**src/rtl/arp_reply_transmitter.sv**
```systemverilog
// ARP reply transmitter: turns qualified ARP requests into 60-byte ARP replies
// streamed as eight 64-bit AXI-Stream beats. One request can wait in a pending
// slot while a reply is in flight; requests arriving with the slot full are dropped.
module arp_reply_transmitter #(
    parameter logic [47:0] FPGA_MAC = 48'h211abcdef112,
    parameter logic [31:0] FPGA_IP  = 32'hC0000186
) (
    input  logic         i_clk,
    input  logic         i_reset,
    input  logic [335:0] i_data_head,
    input  logic         i_data_head_valid,
    input  logic         i_arp_valid,
    output logic         o_tx_axis_tvalid,
    output logic [63:0]  o_tx_axis_tdata,
    output logic [7:0]   o_tx_axis_tkeep,
    output logic         o_tx_axis_tlast,
    input  logic         i_tx_axis_tready,
    output logic         o_busy,
    output logic [15:0]  o_drop_count
);

    typedef enum logic [0:0] {StIdle, StSend} state_e;

    state_e       state_q, state_d;
    logic [2:0]   beat_q, beat_d;
    logic [47:0]  act_sha_q, act_sha_d;
    logic [31:0]  act_spa_q, act_spa_d;
    logic         pend_valid_q, pend_valid_d;
    logic [47:0]  pend_sha_q, pend_sha_d;
    logic [31:0]  pend_spa_q, pend_spa_d;
    logic [15:0]  drop_count_q, drop_count_d;

    logic         req;
    logic [47:0]  req_sha;
    logic [31:0]  req_spa;
    logic         hs;
    logic         last_hs;
    logic [511:0] frame;

    // Frame byte k sits at i_data_head[(42-k)*8-1 -: 8]; SHA is bytes 22..27, SPA 28..31.
    assign req     = i_data_head_valid && i_arp_valid;
    assign req_sha = i_data_head[159:112];
    assign req_spa = i_data_head[111:80];

    assign hs      = (state_q == StSend) && i_tx_axis_tready;
    assign last_hs = hs && (beat_q == 3'd7);

    // Next-state: beat sequencing, pending-slot management and drop counting.
    always_comb begin
        state_d      = state_q;
        beat_d       = beat_q;
        act_sha_d    = act_sha_q;
        act_spa_d    = act_spa_q;
        pend_valid_d = pend_valid_q;
        pend_sha_d   = pend_sha_q;
        pend_spa_d   = pend_spa_q;
        drop_count_d = drop_count_q;

        unique case (state_q)
            StIdle: begin
                if (req) begin
                    state_d   = StSend;
                    beat_d    = 3'd0;
                    act_sha_d = req_sha;
                    act_spa_d = req_spa;
                end
            end
            StSend: begin
                if (last_hs) begin
                    beat_d = 3'd0;
                    if (pend_valid_q) begin
                        // Pending becomes active; a same-cycle request refills the slot.
                        act_sha_d = pend_sha_q;
                        act_spa_d = pend_spa_q;
                        if (req) begin
                            pend_sha_d = req_sha;
                            pend_spa_d = req_spa;
                        end else begin
                            pend_valid_d = 1'b0;
                        end
                    end else if (req) begin
                        // Same-cycle request goes straight to active, back-to-back.
                        act_sha_d = req_sha;
                        act_spa_d = req_spa;
                    end else begin
                        state_d = StIdle;
                    end
                end else begin
                    if (hs) begin
                        beat_d = beat_q + 3'd1;
                    end
                    if (req) begin
                        if (!pend_valid_q) begin
                            pend_valid_d = 1'b1;
                            pend_sha_d   = req_sha;
                            pend_spa_d   = req_spa;
                        end else if (drop_count_q != 16'hFFFF) begin
                            drop_count_d = drop_count_q + 16'd1;
                        end
                    end
                end
            end
            default: state_d = StIdle;
        endcase
    end

    // State registers with synchronous reset.
    always_ff @(posedge i_clk) begin
        if (i_reset) begin
            state_q      <= StIdle;
            beat_q       <= 3'd0;
            act_sha_q    <= 48'd0;
            act_spa_q    <= 32'd0;
            pend_valid_q <= 1'b0;
            pend_sha_q   <= 48'd0;
            pend_spa_q   <= 32'd0;
            drop_count_q <= 16'd0;
        end else begin
            state_q      <= state_d;
            beat_q       <= beat_d;
            act_sha_q    <= act_sha_d;
            act_spa_q    <= act_spa_d;
            pend_valid_q <= pend_valid_d;
            pend_sha_q   <= pend_sha_d;
            pend_spa_q   <= pend_spa_d;
            drop_count_q <= drop_count_d;
        end
    end

    // Reply frame image: byte k at frame[8k +: 8]; bytes 42..63 stay zero (padding).
    always_comb begin
        frame = '0;
        for (int i = 0; i < 6; i++) begin
            frame[8*i +: 8]        = act_sha_q[47-8*i -: 8];
            frame[8*(6+i) +: 8]    = FPGA_MAC[47-8*i -: 8];
            frame[8*(22+i) +: 8]   = FPGA_MAC[47-8*i -: 8];
            frame[8*(32+i) +: 8]   = act_sha_q[47-8*i -: 8];
        end
        // Bytes 12..21: ethertype ARP, HTYPE 1, PTYPE IPv4, HLEN 6, PLEN 4, OPER reply.
        frame[96 +: 80] = {8'h02, 8'h00, 8'h04, 8'h06, 8'h00,
                           8'h08, 8'h01, 8'h00, 8'h06, 8'h08};
        for (int i = 0; i < 4; i++) begin
            frame[8*(28+i) +: 8] = FPGA_IP[31-8*i -: 8];
            frame[8*(38+i) +: 8] = act_spa_q[31-8*i -: 8];
        end
    end

    // AXI-Stream outputs are driven from registered state only; zero while idle.
    always_comb begin
        o_tx_axis_tvalid = 1'b0;
        o_tx_axis_tdata  = 64'd0;
        o_tx_axis_tkeep  = 8'h00;
        o_tx_axis_tlast  = 1'b0;
        if (state_q == StSend) begin
            o_tx_axis_tvalid = 1'b1;
            o_tx_axis_tdata  = frame[{beat_q, 6'd0} +: 64];
            o_tx_axis_tkeep  = (beat_q == 3'd7) ? 8'h0F : 8'hFF;
            o_tx_axis_tlast  = (beat_q == 3'd7);
        end
    end

    assign o_busy       = (state_q == StSend) || pend_valid_q;
    assign o_drop_count = drop_count_q;

endmodule

```
**config.mk**
```make
export PLATFORM = sky130hd
export DESIGN_NAME = arp_reply_transmitter
export DESIGN_NICKNAME = d
export VERILOG_FILES = /design/src/rtl/arp_reply_transmitter.sv
export SDC_FILE = /design/constraint.sdc
export NUM_CORES = 1
export LEC_CHECK = 0
export BUFFER_PORTS_ARGS = -buffer_cell sky130_fd_sc_hd__clkbuf_2
export CAP_MARGIN = 20
export CORE_AREA = 4 4 164 166
export CTS_CLUSTER_SIZE = 16
export DETAILED_ROUTE_END_ITERATION = 7
export DIE_AREA = 0 0 168 170
export GPL_ROUTABILITY_DRIVEN = 0
export PLACE_DENSITY = 0.59
export SETUP_SLACK_MARGIN = 0.02
export SLEW_MARGIN = 20
export SYNTH_ARGS = -nofsm -noshare
export SYNTH_HDL_FRONTEND = slang
export SYNTH_SLANG_ARGS = --single-unit
```
**constraint.sdc**
```tcl
create_clock -name i_clk -period 3.1 [get_ports i_clk]
set_clock_uncertainty 0.15 [all_clocks]
set_input_delay 0.155 -clock i_clk [delete_from_list [all_inputs] [get_ports i_clk]]
set_output_delay 0.155 -clock i_clk [all_outputs]
set_load 0.03 [all_outputs]
```
# == Yosys cells after proc, flatten, opt, wreduce, memory -nomap -nowiden ==
# Cells that the tools add are included.
# op_classes
add_sub_neg,2
shift,1
eq_ne,7
n_reduce_logical,9
n_bitwise,2
mux,34
# op_table
operator,count
$shiftx A512 B10 Y64,1
$mux W48,8
$mux W32,8
$pmux W48 S2,1
$mux W64,1
$pmux W32 S2,1
$add A16 B1 Y16 const B,1
$mux W8,2
$ne A16 B16 Y1 const B,1
$mux W3,3
$mux W1,8
$pmux W3 S2,1
$reduce_and A5 Y1,1
$ne A2 B1 Y1 const B,2
$ne A2 B2 Y1 const B,2
$reduce_and A2 Y1,2
$reduce_and A4 Y1,1
$add A3 B1 Y3 const B,1
$eq A3 B3 Y1 const B,1
$logic_and A1 B1 Y1,3
$ne A3 B1 Y1 const B,1
$not A1 Y1,2
$pmux W1 S2,1
$reduce_bool A2 Y1,1
$logic_or A1 B1 Y1,1
# totals
regBits,181
in_bits,341
word_cells,63

# == Longest topological paths before layout ==
# depth
ltp_word,5
ltp_mapped,9
mapped_depth_nobuf,6

# == Worst setup path after synthesis ==
# Ideal clock, no wire load.
# synth_path
kind,reg-to-output
from,register state_q
to,output port o_tx_axis_tkeep[5]
stages_incl_launch_ff,6
arrival_ps,1953
path_slack_ps,842
cell_sequence,dfxtp_1 buf_4 clkinv_1 clkbuf_1 nor2_1 buf_4
# synth_via
elab_chain_len,1
# synth_lines
item,line_no,text
from (decl),24,"state_e state_q, state_d;"
from (signal assigned),110,state_q <= StIdle;
from (signal assigned),119,state_q <= state_d;
$mux W8,154,if (state_q == StSend) begin
to (decl),15,"output logic [7:0] o_tx_axis_tkeep,"
# Every way passes these cells.

# == Final worst setup path ==
# layout_path
from,register state_q
to,output port o_tx_axis_tdata[25]
# layout_via
elab_chain_len,1
# layout_lines
item,line_no,text
$mux W64,154,
to (decl),14,"output logic [63:0] o_tx_axis_tdata,"
# Every way passes these cells.

==> metrics.md <==
| Metric | Value |
|---|---|
| Outcome | finished clean |
| Starting Density | 31.6% |
| Top post-synthesis cells by count | 186 x nand2_1, 181 x dfxtp_1, 133 x a21oi_1 |
| Distinct cells, synth | 48 |
| CTS Buf Count | 17 |
| Netlist Area Pre-Place | 8090 µm² |
| Area leader, netlist | dfxtp_1 |
| Max FO, Critical Path | 10 |
| Vias per inst | 5.15 |
| Area Overhead vs Synth | 30.8% |
| Post-layout min period | 2.81 ns |
| Worst-skew pair later-pin latency | 0.43 ns |
| Vias in the first global route | ~7,700 |
| Final hold viol count | 0 |
| Via count | 8,063 |
| Cell area power density | 522 nW/µm² |
| Post-CTS setup buffer count | 0 |
| Final-report max-slew violation count | 0 |
| Gr usage total | 18.6% |
| Initial antenna violation count | 0 |
| R2R cell count | 4 |
| Post-synthesis net count | 1,367 |
| Final Cycle Share | 90.5% |
| Max Freq | between 300 and 400 MHz |
| Worst VDD drop | 0.334 mV |
| Setup_tns | 0 ns |
| Type of the worst min-delay path | in -> reg |
| CTS tree | yes |
| Reg clk slew, reported paths | 0.07 ns |
| Ant diodes | 0 |
| # IOs | 432 |
| Critical Path RT | 2.79 ns |
| Setup violators final | 0 |
| Number of synthesized flops with an enable pin | 0 |
| Post-DR wirelength/cell | 17.4 µm |
| Worst-Margin Slew | between 0.9 and 1 ns |
| RSZ-0062 raised after global routing | no |
| Avg Cell Area, Syn | 7.94 µm² |
| Sequential fraction of the synthesis area | 44.8% |
| Buffers on Ports | 175 |
| Root Buffer | clkbuf_16 |
| Die height | 170 µm |
| Most frequent cell after synthesis | nand2_1 |
| TritonRoute pass-1 iters | 5 |
| Final nets | 1,566 |
| Post-synth top area share | 44.8% |
| CP Capture Type | output port |
| Post-synth ARST share | 0% |
| Share of post-route cells with drive strength above 1 | between 10% and 20% |
| First-pass GRT wire length | approximately 43,000 µm |
| Core area | 25,600 µm² |
| DP HPWL | approximately 17,000 µm |
| Util after Layout | 41.3% |
| Number of remaining DRC errors | 0 |
| Total of warnings raised by yosys | 0 |
| Pin count of the biggest net entering global routing | 95 |
| Rows | 59 |
| Clock buffer depth | 2 |
| CP Class | reg -> out |
| Finished Cell Area | between 10,000 and 15,000 µm² |
| Fin Hold WS | between 0.04 and 0.05 ns |
| CTS H-tree depth | 4 |
| Die area | 28,600 µm² |
| Lkg Pwr | 4.22 nW |
| Slew HR | 33.6% |
| Largest cells by area after synthesis | dfxtp_1 45%, nand2_1 8.6%, a21oi_1 8.2% |
| Total Wirelength | 27,200 µm |
| Yosys reg bits | 181 |
| Synth Flop Type | dfxtp_1 |
| Placed inst area | just over 9000 µm² |
| Hold depth | 5 |
| Post-synthesis cell count | 1,018 |
| Tot Pwr | 0.00552 W |
| Worst Setup Start Kind | flip-flop |
| Die Wd | about 170 µm |
| Reg area | 3620 µm² |
| Number of fill cells | about 2,600 |
| Clk sink count | roughly 180 |
| Antenna Nets Post-Route | 0 |
| DRT iter0 DRCs | 598 |
| GRT overflow | 0 |
| Area occupied by multi-input gates | 3970 µm² |
| Max_cap viols | 0 |
| CP Data Arrival Time | between 2 and 3 ns |
==> per-stage QoR <==
step,cells,worst slack (ns)
detailed placement,1450,0.722
floorplan,1018,0.842
CTS,1565,0.242
global route,1565,0.0447
global placement,1450,0.700
finish,1565,0.293
==> cells by family (layout without fill, tap and decap cells) <==
kind of cell	after synthesis	after routing	synth area share [%]
flip-flops	181	181	44.8
XOR/XNOR	1	1	0.108
multiplexers	3	3	0.402
AO/OA/AOI/OAI	333	333	25.5
buffers and inverters	107	319	6.81
AND/OR/NAND/NOR	385	385	21.1
adder cells (fa/ha/maj)	8	8	1.24
==> repair_timing <==
| item | 4_1_cts | 5_1_grt |
|---|---|---|
| resized for setup | 0 | 0 |
| hold buffers | 83 | 0 |
| hold endpoints to repair | 159 | 0 |
| endpoints found under the setup margin | 0 | 0 |
==> worst paths after layout <==
| path | start | end | slack (ns) |
|---|---|---|---|
| worst min register to register | pend_sha_q[2] | pend_sha_q[2] | 0.31 |
| worst min-delay path | i_data_head_valid | pend_valid_q | 0.05 |
| worst max-delay path | state_q | o_tx_axis_tdata[25] | 0.29 |
| worst max register to register | state_q | o_drop_count[15] | 0.78 |
==> per-layer routing <==
layer | vias up | track usage [%] | wire [µm]
li1 | 4011 | - | -
met1 | 3819 | 25.2 | 12700
met2 | 207 | 29.0 | 12100
met3 | 26 | 5.92 | 1970
met4 | 0 | 4.34 | 401
met5 | - | 0 | 0
==> cell usage in the layout (no fill, tap or decap), drive strengths merged, types with 12 or more instances in the layout <==
cell,instances
nand2,187
a21oi,133
dfxtp,181
nand2b,14
dlygate4sd3,83
nor2,111
and3,29
buf,26
clkbuf,192
o22ai,80
inv,12
a211oi,80
==> cell type report <==
class / instances / area share, %
multi-input cells: 730 / 37.5
flip-flops and latches: 181 / 34.2
repair buffers: 283 / 18.4
clock buffers: 18 / 4.06
well taps: 335 / 3.96
clock inverters: 14 / 1.67
inverters: 4 / 0.142
==> where the power goes <==
| group | internal (W) | switching, W |
|---|---|---|
| clock network | 0.00123 | 0.00104 |
| registers | 0.00244 | 0.0000606 |
| logic | 0.000297 | 0.000456 |
| total | 0.00396 | 0.00156 |
==> state kept, by name (all words and copies together) (netlist names) <==
register and cells:
act_sha_q 48, pend_sha_q 48, act_spa_q 32, pend_spa_q 32, o_drop_count 16, beat_q 3
pend_valid_q 1, state_q 1
==> critical path, stage by stage, from the launching register on <==
cell and delay [ns]:
dfxtp_1 0.62, buf_4 0.27, clkinv_1 0.29, nor2_1 0.54, a21o_1 0.14, clkbuf_2 0.21
No activity file was read; power rests on OpenSTA's default activity.
